## config.mk

```make
export PLATFORM = sky130hd
export DESIGN_NAME = mem_access
export DESIGN_NICKNAME = d
export VERILOG_FILES = /design/src/rtl/mem_access_pkg.sv /design/src/rtl/mem_access_load_extract.sv /design/src/rtl/mem_access.sv
export SDC_FILE = /design/constraint.sdc
export NUM_CORES = 1
export LEC_CHECK = 0
export ABC_AREA = 1
export BUFFER_PORTS_ARGS = -buffer_cell sky130_fd_sc_hd__buf_2
export CORE_MARGIN = 3
export CORE_UTILIZATION = 40
export CTS_CLUSTER_DIAMETER = 80
export DETAILED_ROUTE_END_ITERATION = 10
export PLACE_DENSITY_LB_ADDON = 0.3
export SLEW_MARGIN = 20
export SYNTH_ARGS = -nofsm -noshare
export SYNTH_HDL_FRONTEND = slang
export SYNTH_HIERARCHICAL = 1
export SYNTH_SLANG_ARGS = --single-unit
```

## constraint.sdc

```tcl
create_clock -name clk -period 2.3 [get_ports clk]
set_input_delay 0.115 -clock clk [delete_from_list [all_inputs] [get_ports clk]]
set_output_delay 0.115 -clock clk [all_outputs]
set_load 0.005 [all_outputs]
```

## src/rtl/mem_access_pkg.sv

```systemverilog
// mem_access_pkg: access-size encodings, memory-stage FSM states and alignment check
package mem_access_pkg;
    localparam logic [2:0] MEM_B = 3'd0;
    localparam logic [2:0] MEM_H = 3'd1;
    localparam logic [2:0] MEM_W = 3'd2;
    typedef enum logic [1:0] {IDLE, REQ, WAIT} mem_state_t;
    function automatic logic align_fault(input logic [2:0] opt, input logic [1:0] addr);
        return (opt > MEM_W) || (opt == MEM_H && addr[0]) || (opt == MEM_W && addr != 2'b00);
    endfunction
endpackage

```

## src/rtl/mem_access_load_extract.sv

```systemverilog
// load_extract: selects the addressed byte/half of a load word and sign- or zero-extends it
module load_extract
    import mem_access_pkg::*;
#(
    parameter int XLEN = 32
) (
    input  logic [XLEN-1:0] rdata,
    input  logic [1:0]      addr,
    input  logic [2:0]      opt,
    input  logic            sgn,
    output logic [XLEN-1:0] result
);
    logic [7:0]  b;
    logic [15:0] h;
    always_comb begin
        b = rdata[{addr, 3'b000} +: 8];
        h = addr[1] ? rdata[31:16] : rdata[15:0];
        result = opt == MEM_B ? {{(XLEN-8){sgn & b[7]}}, b}
               : opt == MEM_H ? {{(XLEN-16){sgn & h[15]}}, h} : rdata;
    end
endmodule

```

## src/rtl/mem_access.sv

```systemverilog
// mem_access: memory stage of the rv32 core; data-bus access, store steering, load extension.
// Define MEM_ACCESS_PERF_EN to add the stall_cycles counter output.
module mem_access
    import mem_access_pkg::*;
#(
    parameter int XLEN  = 32,
    parameter int NSTRB = XLEN / 8
) (
    input  logic             clk,
    input  logic             rst_n,
    input  logic             in_valid,
    output logic             in_ready,
    input  logic [XLEN-1:0]  aluresult,
    input  logic [XLEN-1:0]  rbdata,
    input  logic             mem_load,
    input  logic             mem_wr,
    input  logic [2:0]       mem_opt,
    input  logic             mem_signed,
    input  logic             reg_wr,
    input  logic [4:0]       reg_wnum,
    output logic             dbus_req_valid,
    input  logic             dbus_req_ready,
    output logic             dbus_we,
    output logic [XLEN-1:0]  dbus_addr,
    output logic [XLEN-1:0]  dbus_wdata,
    output logic [NSTRB-1:0] dbus_wstrb,
    input  logic             dbus_rsp_valid,
    input  logic [XLEN-1:0]  dbus_rdata,
    output logic             wb_valid,
    output logic             wb_reg_wr,
    output logic [4:0]       wb_reg_wnum,
    output logic [XLEN-1:0]  wb_data,
    output logic             wb_fault
`ifdef MEM_ACCESS_PERF_EN
    ,
    output logic [31:0]      stall_cycles
`endif
);
    mem_state_t      state;
    logic [XLEN-1:0] addr_q;
    logic [2:0]      opt_q;
    logic            sgn_q;
    logic            reg_wr_q;
    logic [4:0]      wnum_q;
    logic            is_mem;
    logic            fault;
    logic [XLEN-1:0] st_wdata;
    logic [NSTRB-1:0] st_wstrb;
    logic [XLEN-1:0] ld_result;

    always_comb begin
        in_ready = rst_n && state == IDLE;
        is_mem   = mem_load || mem_wr;
        fault    = is_mem && ((mem_load && mem_wr) || align_fault(mem_opt, aluresult[1:0]));
        st_wdata = mem_opt == MEM_B ? {4{rbdata[7:0]}} : mem_opt == MEM_H ? {2{rbdata[15:0]}} : rbdata;
        st_wstrb = mem_opt == MEM_B ? 4'b0001 << aluresult[1:0]
                 : mem_opt == MEM_H ? 4'b0011 << aluresult[1:0] : 4'b1111;
        dbus_addr = {addr_q[XLEN-1:2], 2'b00};
    end

    load_extract #(.XLEN(XLEN)) u_load_extract (
        .rdata  (dbus_rdata),
        .addr   (addr_q[1:0]),
        .opt    (opt_q),
        .sgn    (sgn_q),
        .result (ld_result)
    );

    always_ff @(posedge clk or negedge rst_n) begin
        if (!rst_n) begin
            state          <= IDLE;
            addr_q         <= '0;
            opt_q          <= '0;
            sgn_q          <= 1'b0;
            reg_wr_q       <= 1'b0;
            wnum_q         <= '0;
            dbus_req_valid <= 1'b0;
            dbus_we        <= 1'b0;
            dbus_wdata     <= '0;
            dbus_wstrb     <= '0;
            wb_valid       <= 1'b0;
            wb_reg_wr      <= 1'b0;
            wb_reg_wnum    <= '0;
            wb_data        <= '0;
            wb_fault       <= 1'b0;
        end else begin
            wb_valid <= 1'b0;
            case (state)
                IDLE: if (in_valid) begin
                    if (!is_mem || fault) begin
                        wb_valid    <= 1'b1;
                        wb_data     <= aluresult;
                        wb_reg_wr   <= reg_wr && !fault;
                        wb_reg_wnum <= reg_wnum;
                        wb_fault    <= fault;
                    end else begin
                        state          <= REQ;
                        dbus_req_valid <= 1'b1;
                        dbus_we        <= mem_wr;
                        dbus_wdata     <= mem_wr ? st_wdata : '0;
                        dbus_wstrb     <= mem_wr ? st_wstrb : '0;
                        addr_q         <= aluresult;
                        opt_q          <= mem_opt;
                        sgn_q          <= mem_signed;
                        reg_wr_q       <= reg_wr;
                        wnum_q         <= reg_wnum;
                    end
                end
                REQ: if (dbus_req_ready) begin
                    dbus_req_valid <= 1'b0;
                    state          <= dbus_we ? IDLE : WAIT;
                    if (dbus_we) begin
                        wb_valid    <= 1'b1;
                        wb_reg_wr   <= 1'b0;
                        wb_reg_wnum <= wnum_q;
                        wb_data     <= addr_q;
                        wb_fault    <= 1'b0;
                    end
                end
                WAIT: if (dbus_rsp_valid) begin
                    state       <= IDLE;
                    wb_valid    <= 1'b1;
                    wb_reg_wr   <= reg_wr_q;
                    wb_reg_wnum <= wnum_q;
                    wb_data     <= ld_result;
                    wb_fault    <= 1'b0;
                end
                default: state <= IDLE;
            endcase
        end
    end

`ifdef MEM_ACCESS_PERF_EN
    always_ff @(posedge clk or negedge rst_n) begin
        if (!rst_n) stall_cycles <= '0;
        else if (state != IDLE) stall_cycles <= stall_cycles + 32'd1;
    end
`endif
endmodule

```

==> results of run 1 <==
==> through the flow <==
stage,std cells,total power (W)
after floorplan,1122,0.007300
after global placement,1499,0.008788
after detailed placement,1499,0.008894
after CTS,1579,0.01160
after global routing,1580,0.01252
final,1580,0.01148
==> final timing paths <==
kind | startpoint | end | slack (ns) | cells after the start
hold / removal | rbdata[7] | dbus_wdata[7] | 0.03 | 5
hold reg to reg | wb_reg_wr | wb_reg_wr | 0.47 | 2
setup / recovery | aluresult[1] | addr_q[22] | 0.28 | 12
setup reg to reg | addr_q[1] | wb_data[28] | 0.34 | 8
max in group asynchronous | rst_n | dbus_wdata[15] | 1.41 | 3
min in group asynchronous | rst_n | dbus_wdata[17] | 0.12 | 2
==> sequential cells by signal, indices dropped and copies added, names as in the netlist <==
name / cells
reg_wr_q: 1
state: 2
wnum_q: 5
wb_reg_wnum: 5
dbus_we: 1
dbus_wstrb: 4
wb_fault: 1
dbus_req_valid: 1
addr_q: 32
dbus_wdata: 32
wb_reg_wr: 1
opt_q: 3
wb_valid: 1
sgn_q: 1
wb_data: 32
==> layer usage <==
layer	vias to the layer above	share of wire [%]	track usage, %
li1	3842	-	-
met1	3445	46	29.92
met2	247	46	35.83
met3	33	6.3	5.007
met4	0	2.0	7.704
met5	-	0	0
==> kinds of logic (layout without fill, tap and decap cells) <==
family	count (synthesis)	in the layout	share of synthesized area, %
mux	5	5	0.6718
buf+inv	151	379	10.85
other cells	1	3	0.05034
flops	122	122	40.98
fa+ha+maj	8	8	1.344
compound gates	113	113	7.827
simple gates	721	721	38.28
==> cells in the mapped netlist, types with 5 or more instances <==
library cell / n
ha_1: 8
dfrtp_1: 122
buf_4: 35
buf_6: 10
inv_1: 57
o21ai_0: 39
o21ai_1: 16
mux2i_1: 5
clkbuf_1: 15
nor2_1: 34
nand3_1: 20
nand2_1: 647
a21oi_1: 51
o211ai_1: 6
buf_1: 5
buf_2: 24
==> power groups by stage <==
stage | clock network, W | registers (W) | logic, W
CTS | 0.00265 | 0.00370 | 0.00525
floorplan | 0 | 0.00366 | 0.00364
detailed placement | 0 | 0.00371 | 0.00518
global placement | 0 | 0.00372 | 0.00507
global route | 0.00274 | 0.00382 | 0.00596
finish | 0.00259 | 0.00370 | 0.00519
==> worst max-delay path, delay by kind of cell <==
kind          cells  cell delay (ns)
fa+ha+maj         1             0.20
buf+inv           5             1.21
simple gates      6             0.79
==> layout make-up <==
| class | count | share of cell area (%) |
|---|---|---|
| Antenna cell | 1 | 0.02621 |
| Clock buffer | 20 | 4.784 |
| Clock inverter | 12 | 1.219 |
| Inverter | 60 | 2.385 |
| Multi-Input combinational cell | 849 | 37.72 |
| Sequential cell | 122 | 31.98 |
| Tap cell | 229 | 3.001 |
| Timing Repair Buffer | 287 | 18.89 |
==> what timing repair did <==
item	in CTS	in global routing
endpoints found under the hold margin	172	0
hold buffers	48	0
endpoints found under the setup margin	0	0
==> metrics.md, run 1 <==
| Metric | Value |
|---|---|
| Syn_area_per_cell | ~6.6 um^2 |
| Port bufs | 221 |
| DRC viols | 0 |
| Row cnt | 49 |
| Switch Pwr | 0.004800 W |
| Multi-input gate area | between 3000 and 4000 um^2 |
| Critical path endpoint category | flop |
| Post-synth top area share | 40.98% |
| Dominant cells by area after synthesis | dfrtp_1 41%, nand2_1 33%, buf_4 3.5% |
| Peak VDD IR | about 0.8 mV |
| Crit path time final | 2.023 ns |
| Seq. cell area | between 3000 and 4000 um^2 |
| Setup bufs post-CTS | 0 |
| H-tree depth | 4 |
| Synth Instances | 1121 |
| ANT nets after route | 0 |
| Design Area, Final | 9547 um^2 |
| Dominant cell type by area after synthesis | dfrtp_1 |
| End-of-flow core utilization | 52.61% |
| Slowest-stage cell, CP | dlygate4sd3_1 |
| Worst Path Arrival | 2.32 ns |
| Initial Util | 41.05% |
| Wire per inst | 14.33 um |
| Post-synthesis async set-or-reset flop share | 100.0% |
| Ratio of cells with drive above 1 in the final layout | 21.26% |
| Via count | between 7000 and 8000 |
| Fmax | between 400 and 500 MHz |
| Crit path max fanout | 35 |
| DR pass1 iterations | 5 |
| Hold_ws | approximately 0.03 ns |
| Min-Delay Path Class | primary input to flop |
| Grt ovf | 0 |
| TritonCTS buffer count | 17 |
| CTS Sinks | approximately 120 |
| Total Routed Length | 22.64 mm |
| P&R area growth vs syn | 28.15% |
| Yosys Warn Count | 6 |
| RSZ-0062 raised after global routing | no |
| Netlist cell types | 32 |
| Clock Pin Slew Worst Setup and Hold Paths | 0.06 ns |
| Synthesized area | 7450 um^2 |
| Dpl hpwl | 15.91 mm |
| WS Path Type | primary input to flop |
| Most frequent cell on the critical path | nand2_1 |
| CTS tree | yes |
| Net count, final | 1458 |
| Worst path cell trace | dlygate4sd3_1 > buf_2 > inv_1 > ha_1 > nand2_1 > nand2_2 > inv_1 > nor2_2 > nand4_4 > buf_12 > nand2_1 > nand2_1 |
| Setup ws final | 0.2771 ns |
| EDFF count, synth | 0 |
| PostCTS Resize Cnt | 0 |
| Clock power share | 22.5% |
| Clock skew | 0.008349 ns |
| Clock latency on the worst-skew pair | 0.42 ns |
| Placed instance area | 8491 um^2 |
| Post-synthesis register bit count | 122 |
| Final period util | 87.95% |
| Commonest non-fill, non-tap cell in the layout | nand2_1 |
| GPL Wtd Cong | 0.8889 |
| Pre-CTS setup slack | 0.3406 ns |
| Die area | 20300 um^2 |
| Bufs on Longest Clock Path | 2 |
| Clock root buffer | clkbuf_16 |
| Total power per unit cell area | ~1200 nW/um^2 |
| Pins Over Slew Limit | 0 |
| Critical Path RT | 2.60 ns |
| Post-synthesis sequential area ratio | 40.98% |
| Die width | approximately 140 um |
| Flop pwr share | 32.3% |
| Max-cap violation count | 0 |
| Commonest non-fill, non-tap cells in the layout | 647 x nand2_1, 220 x buf_2, 122 x dfrtp_1 |
| Setup TNS | 0 ns |
| Max-slew headroom | 57.80% |
| Via density | between 4 and 5 |
| Final hold vios | 0 |
| Crit-path max cell delay | about 0.53 ns |
| Total GRT Usage | 22.35% |
| I/O Pins | 224 |
| First-iteration detailed-routing DRC count | 431 |
| First-pass GRT wire length | 36.66 mm |
| Largest net degree at the start of global routing | 80 |
| Outcome | finished, final reports clean |
| Area of the core | 18150 um^2 |
| Top_reg_cell synth | dfrtp_1 |
| Switch share | 41.81% |
| Lkg Pwr | 5.683 nW |
| Initial antenna violation count | 1 |
| Fill cells | around 1800 |
| Worst-Margin Slew | 0.6323 ns |
| Die Ht | 142.5 um |
| Comb pwr share | approximately 45% |
| Setup crit start kind | primary input |
| Final setup vio count | 0 |
| Vias in the first global route | 7378 |
| Internal power | approximately 0.0067 W |
No activity file was read; power rests on OpenSTA's default activity.
==> run 2: changes to the inputs <==
- MAX_ROUTING_LAYER: not set -> met4
==> metrics.md, run 2 (synthesized netlist as in run 1, its figures left out) <==
| Metric | Value |
|---|---|
| Outcome | finished, final reports clean |
| Min-Delay Path Class | primary input to flop |
| Die Ht | 142.5 um (unchanged) |
| First-pass GRT wire length | 37.23 mm (+1.6%) |
| Hold_ws | 0.01736 ns (-0.01221 ns) |
| Net count, final | 1458 (unchanged) |
| Clock root buffer | clkbuf_16 |
| RSZ-0062 raised after global routing | no |
| Total GRT Usage | 23.45% (+1.1 points) |
| Worst Path Arrival | 2.27 ns (-0.05 ns) |
| Die area | 20300 um^2 (unchanged) |
| Setup bufs post-CTS | 0 (unchanged) |
| Crit path max fanout | 37 (+5.7%) |
| Port bufs | 221 (unchanged) |
| Clock latency on the worst-skew pair | 0.42 ns (about the same) |
| Bufs on Longest Clock Path | 2 (unchanged) |
| Peak VDD IR | 0.9854 mV (+23%) |
| Via density | 4.760 (-0.60%) |
| Dpl hpwl | 15.86 mm (-0.28%) |
| Reg2reg start | state[0] |
| I/O Pins | 224 (unchanged) |
| Total power per unit cell area | 1200 nW/um^2 (-0.20%) |
| Row cnt | 49 (unchanged) |
| CTS tree | yes |
| Final hold vios | 0 (unchanged) |
| Vias in the first global route | 7256 (-1.7%) |
| Commonest non-fill, non-tap cell in the layout | nand2_1 |
| Lkg Pwr | 5.668 nW (-0.26%) |
| First-iteration detailed-routing DRC count | 525 (+22%) |
| Commonest non-fill, non-tap cells in the layout | 647 x nand2_1, 220 x buf_2, 122 x dfrtp_1 |
| Pins Over Slew Limit | 0 (unchanged) |
| Ratio of cells with drive above 1 in the final layout | 21.35% (+0.090 points) |
| TritonCTS buffer count | 17 (unchanged) |
| P&R area growth vs syn | 27.46% |
| Hold path start | rbdata[7] |
| Grt ovf | 0 (unchanged) |
| Critical path endpoint category | flop |
| CP startpoint | aluresult[0] |
| N_diodes | 0 (-1) |
| Setup crit start kind | primary input |
| DR pass1 iterations | 5 (unchanged) |
| Area of the core | 18150 um^2 (unchanged) |
| WS Path Type | primary input to flop |
| Clock Pin Slew Worst Setup and Hold Paths | 0.06 ns (about the same) |
| Initial antenna violation count | 0 (-1) |
| Setup TNS | 0 ns (unchanged) |
| Via count | 7512 (-0.73%) |
| Top Registers | addr_q: 32 flops, dbus_wdata: 32 flops, wb_data: 32 flops |
| Total Routed Length | 22.94 mm (+1.3%) |
| Fill cells | 1795 (-0.50%) |
| Die width | 142.5 um (unchanged) |
| Crit path time final | 1.964 ns (-0.05844 ns) |
| Critical Path RT | 2.60 ns (about the same) |
| GPL Wtd Cong | 0.9188 (+3.4%) |
| H-tree depth | 4 (unchanged) |
| Max-cap violation count | 0 (unchanged) |
| Final period util | 85.41% (-2.5 points) |
| Max-slew headroom | 54.10% (-3.7 points) |
| Worst-Margin Slew | 0.6884 ns (+0.05614 ns) |
| ANT nets after route | 0 (unchanged) |
| Fmax | 509.1 MHz (+3.0%) |
| DRC viols | 0 (unchanged) |
| Initial Util | 41.05% (unchanged) |
| Final setup vio count | 0 (unchanged) |
| Setup slack, reg-to-reg | 0.41 ns (+0.07 ns) |
| Largest net degree at the start of global routing | 80 (unchanged) |
| Clock skew | 0.009245 ns (+0.0008962 ns) |
| CTS Sinks | 122 (unchanged) |
| Wire per inst | 14.54 um (+1.5%) |
-- run 2: what timing repair did --
| action | CTS | global route |
|---|---|---|
| hold buffers | 47 | 0 |
| endpoints found under the hold margin | 171 | 0 |
| gates resized for setup | 0 | 0 |
| endpoints found under the setup margin | 0 | 0 |
-- run 2: area by class of cell --
cell class / instances / area [um^2] / share of cell area [%]
Multi-Input combinational cell: 849 / 3601 / 37.92
Sequential cell: 122 / 3053 / 32.15
Timing Repair Buffer: 287 / 1788 / 18.83
Clock buffer: 18 / 439.2 / 4.625
Tap cell: 229 / 286.5 / 3.018
Inverter: 60 / 227.7 / 2.398
Clock inverter: 13 / 100.1 / 1.054
-- run 2: critical path, stage by stage --
cell           delay [ns]
dlygate4sd3_1        0.53
buf_2                0.16
inv_1                0.11
ha_1                 0.18
nand2_1              0.07
nand2_2              0.11
inv_1                0.06
nor2_2               0.14
nand4_4              0.32
buf_12               0.31
nand2_1              0.08
nand2_1              0.05
-- run 2: path summary, 6_finish.rpt --
path	to	depth (start not counted)
max	addr_q[22]	12
min	dbus_wdata[7]	5
max reg2reg	wb_reg_wnum[1]	9
min reg2reg	dbus_wdata[6]	2
max in group asynchronous	dbus_wdata[4]	3
min in group asynchronous	addr_q[12]	3
-- run 2: where the power goes --
| part | total (W) | internal [W] | leakage (nW) | switching, W |
|---|---|---|---|---|
| combinational | 0.00523 | 0.00205 | 3.84 | 0.00318 |
| clock | 0.00246 | 0.00140 | 0.256 | 0.00106 |
| sequential | 0.00370 | 0.00307 | 1.58 | 0.000631 |
| total | 0.0114 | 0.00653 | 5.67 | 0.00487 |
-- run 2: metal layers --
layer / global-route usage, % / vias up / part of all wire (%)
met4: 5.853 / 0 / 1.4
met3: 4.637 / 27 / 7.3
li1: - / 3840 / -
met5: - / - / 0
met1: 31.16 / 3376 / 46
met2: 37.02 / 269 / 45
-- run 2: stage by stage --
stage | worst slack, ns | cells | power [W] | utilization (%) | instance area (um^2)
global route | 0.1504 | 1578 | 0.01241 | 52.32 | 9495
global placement | 0.4381 | 1500 | 0.008839 | 46.76 | 8486
detailed placement | 0.3909 | 1500 | 0.008905 | 46.76 | 8486
CTS | 0.3124 | 1578 | 0.01148 | 52.32 | 9495
floorplan | 0.6033 | 1122 | 0.007300 | - | 7453
finish | 0.3356 | 1578 | 0.01140 | 52.32 | 9495
